===== config.mk =====
export PLATFORM = sky130hd
export DESIGN_NAME = ascon_round_sequencer
export DESIGN_NICKNAME = d
export VERILOG_FILES = /design/src/rtl/ascon_round_sequencer.sv
export SDC_FILE = /design/constraint.sdc
export NUM_CORES = 1
export LEC_CHECK = 0
export BUFFER_PORTS_ARGS = -buffer_cell sky130_fd_sc_hd__buf_2
export CAP_MARGIN = 20
export CELL_PAD_IN_SITES_DETAIL_PLACEMENT = 0
export CELL_PAD_IN_SITES_GLOBAL_PLACEMENT = 1
export CORE_AREA = 10 10 47 49
export CTS_CLUSTER_DIAMETER = 200
export CTS_CLUSTER_SIZE = 25
export DETAILED_ROUTE_END_ITERATION = 10
export DIE_AREA = 0 0 57 59
export PLACE_DENSITY_LB_ADDON = 0.1
export SETUP_SLACK_MARGIN = 0.1
export SLEW_MARGIN = 20
export SYNTH_ARGS = -nofsm -noshare
export SYNTH_HDL_FRONTEND = slang
export SYNTH_SLANG_ARGS = --single-unit

===== constraint.sdc =====
create_clock -name clock_i -period 2.75 [get_ports clock_i]
set_clock_uncertainty 0.15 [all_clocks]
set_input_delay 0.55 -clock clock_i [delete_from_list [all_inputs] [get_ports clock_i]]
set_output_delay 0.55 -clock clock_i [all_outputs]
set_load 0.1 [all_outputs]

===== src/rtl/ascon_round_sequencer.sv =====
// Round sequencer for one ASCON permutation (p12 or p8); drives the external round counter and datapath strobes.
// Optional build macro ASCON_ROUND_CONST_EN adds the round_const_o output.
module ascon_round_sequencer (
  input  logic       clock_i,
  input  logic       reset_i,
  input  logic       start_i,
  input  logic       mode_p8_i,
  input  logic       abort_i,
  input  logic [3:0] cpt_i,
  output logic       ready_o,
  output logic       busy_o,
  output logic       en_cpt_o,
  output logic       init_p12_o,
  output logic       init_p8_o,
  output logic       round_en_o,
  output logic       first_round_o,
  output logic       done_o,
`ifdef ASCON_ROUND_CONST_EN
  output logic [7:0] round_const_o,
`endif
  output logic       err_o
);

  localparam logic [1:0] ST_IDLE  = 2'd0;
  localparam logic [1:0] ST_ROUND = 2'd1;
  localparam logic [1:0] ST_DONE  = 2'd2;

  localparam logic [3:0] LAST_IDX = 4'd11;

  logic [1:0] state_reg;
  logic [1:0] state_next;
  logic       first_reg;
  logic       first_next;

  // The requested mode only matters on the acceptance cycle: the counter load
  // carries it from then on, so the sequencer keeps no copy of it.
  always_comb begin
    state_next    = state_reg;
    ready_o       = 1'b0;
    busy_o        = 1'b0;
    en_cpt_o      = 1'b0;
    init_p12_o    = 1'b0;
    init_p8_o     = 1'b0;
    round_en_o    = 1'b0;
    first_round_o = 1'b0;
    done_o        = 1'b0;
    err_o         = 1'b0;
    if (!reset_i) begin
      case (state_reg)
        ST_IDLE: begin
          ready_o = 1'b1;
          if (start_i) begin
            en_cpt_o   = 1'b1;
            init_p12_o = !mode_p8_i;
            init_p8_o  = mode_p8_i;
            state_next = ST_ROUND;
          end
        end
        ST_ROUND: begin
          busy_o        = 1'b1;
          first_round_o = first_reg;
          if (abort_i) begin
            state_next = ST_IDLE;
          end else if (cpt_i > LAST_IDX) begin
            err_o      = 1'b1;
            state_next = ST_IDLE;
          end else if (cpt_i == LAST_IDX) begin
            // Counter must hold at 11 so the next run's init pulse is the only thing that moves it.
            round_en_o = 1'b1;
            state_next = ST_DONE;
          end else begin
            round_en_o = 1'b1;
            en_cpt_o   = 1'b1;
          end
        end
        ST_DONE: begin
          done_o     = 1'b1;
          state_next = ST_IDLE;
        end
        default: state_next = ST_IDLE;
      endcase
    end
  end

  assign first_next = (state_reg == ST_IDLE) && (state_next == ST_ROUND);

  always_ff @(posedge clock_i) begin
    if (reset_i) begin
      state_reg <= ST_IDLE;
      first_reg <= 1'b0;
    end else begin
      state_reg <= state_next;
      first_reg <= first_next;
    end
  end

`ifdef ASCON_ROUND_CONST_EN
  assign round_const_o = round_en_o ? {4'hF - cpt_i, cpt_i} : 8'h00;
`endif

endmodule


==> impl_table.tex <==
\begin{tabular}{lr}
\hline
Metric & Value \\
\hline
\multicolumn{2}{l}{\textbf{Status}} \\
Result of the run & finished clean \\
\multicolumn{2}{l}{\textbf{Timing}} \\
Period minus WS final & 2.46 ns \\
Setup Total Neg Slack & 0 ns \\
Setup repair after global routing missed its margin & false \\
Fmax & 0.406 GHz \\
Post-route worst setup slack & 0.289 ns \\
Worst Tran Pin Value & 0.491 ns \\
Share of the clock period used by the worst path after layout & 89.5\% \\
Relative slew slack & 67.5\% \\
Final setup violation count & 0 \\
Max-slew violation count & 0 \\
Total count of hold-check failures in the final report & 0 \\
\multicolumn{2}{l}{\textbf{Critical path}} \\
Crit Path Category & in -> out \\
Highest cell delay on the worst timing path & 0.49 ns \\
Data arrival time of the critical path & 1.76 ns \\
Worst Path Required & 2.05 ns \\
Cell with the largest stage delay on the worst path & or3b\_1 \\
Flop-to-flop setup slack & 1.35 ns \\
Critical R2R Capture & state\_reg[0]\$\_SDFF\_PP0\_ \\
Startpoint of the lowest-slack register-to-register path & state\_reg[0]\$\_SDFF\_PP0\_ \\
Depth of the worst register-to-register path & 2 \\
Startpoint type of the worst setup path & input port \\
Setup crit end kind & primary output \\
Crit Path Max Fanout & 6 \\
Crit path cell chain & buf\_2, or3b\_1, o31ai\_2, buf\_12 \\
\multicolumn{2}{l}{\textbf{Power}} \\
Sw frac & 38.1\% \\
Power density cells & 471 nW/um2 \\
Clock group share of total power & 38.5\% \\
Worst VDD drop & 139 uV \\
Switching power & 75.8 uW \\
Share of total power in combinational logic & 37.7\% \\
Overall power consumption & 199 uW \\
Standby leakage power & 0.000205 uW \\
Flop pwr share & 23.8\% \\
Internal power summed over all cells & 123 uW \\
\multicolumn{2}{l}{\textbf{Finish}} \\
Sequential cell area & 60.1 um2 \\
Fill count & 157 \\
Ant diodes & 0 \\
Area taken by multi-input logic gates & 134 um2 \\
Max reg flops & 2 \\
Fraction of final layout cells with drive strength greater than 1 & 65.9\% \\
Layout Nets & 51 \\
Post-route non-filler standard cell count & 57 \\
Area delta synth->final & 140\% \\
\multicolumn{2}{l}{\textbf{Place}} \\
Count of input and output buffers & 17 \\
Number of placed instances, taps included & 53 \\
Routability congestion estimate from global placement & 0.650 \\
Setup slack after placement & 0.291 ns \\
Half-perimeter wire length after detailed placement & 595 um \\
\multicolumn{2}{l}{\textbf{Worst hold path}} \\
Hold Path Cell Cnt & 2 \\
Worst-case hold path end point & first\_reg\$\_SDFF\_PP0\_ \\
HP Start & state\_reg[1]\$\_SDFF\_PP0\_ \\
Worst hold path class & reg -> reg \\
\multicolumn{2}{l}{\textbf{Global routing}} \\
GRT Residual Overflow & 0 \\
Number of global-route vias before repair & 243 \\
Largest net degree at the start of global routing & 7 \\
Global-route total usage across every layer & 4.44\% \\
Wire length of the first global-routing pass & 1.02 mm \\
Initial antenna violation count & 0 \\
\multicolumn{2}{l}{\textbf{Floorplan}} \\
I/O Pins & 18 \\
Width of the die & 57 um \\
Die area & 3360 um2 \\
Area of the core & 1400 um2 \\
Effective utilization at floorplan & 12.6\% \\
Number of rows in the core area & 14 \\
Die Height & 59 um \\
\multicolumn{2}{l}{\textbf{Detailed routing}} \\
First-pass iteration count of the detailed router & 4 \\
Wire length reported by the detailed router & 692 um \\
ANT nets after route & 0 \\
DRC errors left & 0 \\
Per-cell via count in the routed design & 3.98 \\
First-iteration detailed-routing DRC count & 3 \\
Total number of vias & 227 \\
Detailed-route wire length per cell & 12.1 um \\
\multicolumn{2}{l}{\textbf{Clock network}} \\
Sinks on the clock net & 3 \\
CTS tree & built \\
CTS root buf & clkbuf\_4 \\
Number of buffers between clock root and the deepest sink & 2 \\
H-tree lvl count & 1 \\
Hold\_buf cts & 0 \\
Clock-pin slew on the worst setup and hold paths & 0.04 ns \\
Post-CTS Setup Repair Bufs & 0 \\
CTS Buf Count & 3 \\
PostCTS Resize Cnt & 0 \\
Insertion delay of the later-clocked pin in the worst-skew pair & 0.23 ns \\
\multicolumn{2}{l}{\textbf{Synthesis}} \\
Register bit count reported by yosys & 3 \\
Warnings, synthesis & 0 \\
Synthesized cell area & 176 um2 \\
Synthesized area per cell & 8.40 um2 \\
Unique cell type count in the Yosys netlist & 13 \\
Net count after synthesis & 30 \\
Fraction of the yosys area taken by sequential cells & 34.0\% \\
Syn Inst Count & 21 \\
\multicolumn{2}{l}{\textbf{Job}} \\
Max-cap violations & 0 \\
\hline
\end{tabular}
==> layout by cell type (no fill, tap or decap), drive strengths merged <==
master  Yosys  final
inv         2      2
nor3        2      2
nor3b       2      2
or3b        1      1
and2        2      2
o31ai       2      2
buf         1     17
a21o        1      1
and4b       1      1
nor2        2      2
nand2       1      1
or4b        1      1
clkbuf      0      4
dfxtp       3      3
==> per-stage QoR <==
stage / hold slack, ns / cell area (um2) / util, %
finish: 0.495 / 423 / 30.2
global route: 0.526 / 423 / 30.2
CTS: 0.500 / 423 / 30.2
detailed placement: 0.486 / 397 / 28.3
global placement: 0.473 / 397 / 28.3
floorplan: 0.436 / 206 / -
==> layout make-up <==
class | instances | area share (%)
sequential | 3 | 14.2
multi-input combinational | 15 | 31.7
timing repair buffer | 17 | 41.4
inverter | 2 | 1.78
tap | 16 | 4.73
clock buffer | 4 | 6.21
==> how the worst max path moves through the flow <==
stage | start | to | slack, ns | cells past startpoint
2_1_floorplan | reset_i | en_cpt_o | -0.42 | 3
3_3_place_gp | reset_i | en_cpt_o | 0.29 | 4
3_5_place_dp | reset_i | en_cpt_o | 0.29 | 4
4_1_cts | reset_i | en_cpt_o | 0.27 | 4
5_1_grt | reset_i | en_cpt_o | 0.24 | 4
6_report | reset_i | en_cpt_o | 0.29 | 4
==> routing by layer <==
| metal | GRT usage [%] | vias up | wire [um] |
|---|---|---|---|
| li1 | - | 114 | - |
| met1 | 3.66 | 98 | 290 |
| met2 | 5.89 | 13 | 320 |
| met3 | 2.79 | 2 | 64 |
| met4 | 7.05 | 0 | 16 |
| met5 | 0 | - | 0 |
==> worst max-delay path: cells and delay by family <==
kind | cells | cell delay, ns
compound gates | 1 | 0.37
buf+inv | 2 | 0.35
simple gates | 1 | 0.49
==> Yosys cell counts, drive strengths merged <==
cell type,number,area [um2]
nor3b,2,15.0
nand2,1,3.75
or3b,1,8.76
nor3,2,10.0
dfxtp,3,60.1
buf,1,5.00
nor2,2,7.51
a21o,1,7.51
inv,2,7.51
and4b,1,10.0
or4b,1,13.8
and2,2,12.5
o31ai,2,15.0
==> kinds of logic (layout without fill, tap and decap cells) <==
kind of cell	Yosys count	count (layout)	share of synthesized area (%)
AO/OA/AOI/OAI	3	3	12.8
buffers and inverters	3	23	7.09
flip-flops	3	3	34.0
AND/OR/NAND/NOR	12	12	46.1
==> power by group through the flow <==
stage / Clock, uW / Sequential, uW / Combinational [uW]
2_1_floorplan: 0 / 47.9 / 50.3
3_3_place_gp: 0 / 48.0 / 75.0
3_5_place_dp: 0 / 48.2 / 75.7
4_1_cts: 81.3 / 47.5 / 76.0
5_1_grt: 86.1 / 47.7 / 78.4
6_report: 76.7 / 47.5 / 75.0
Power figures use the tool's default switching activity.
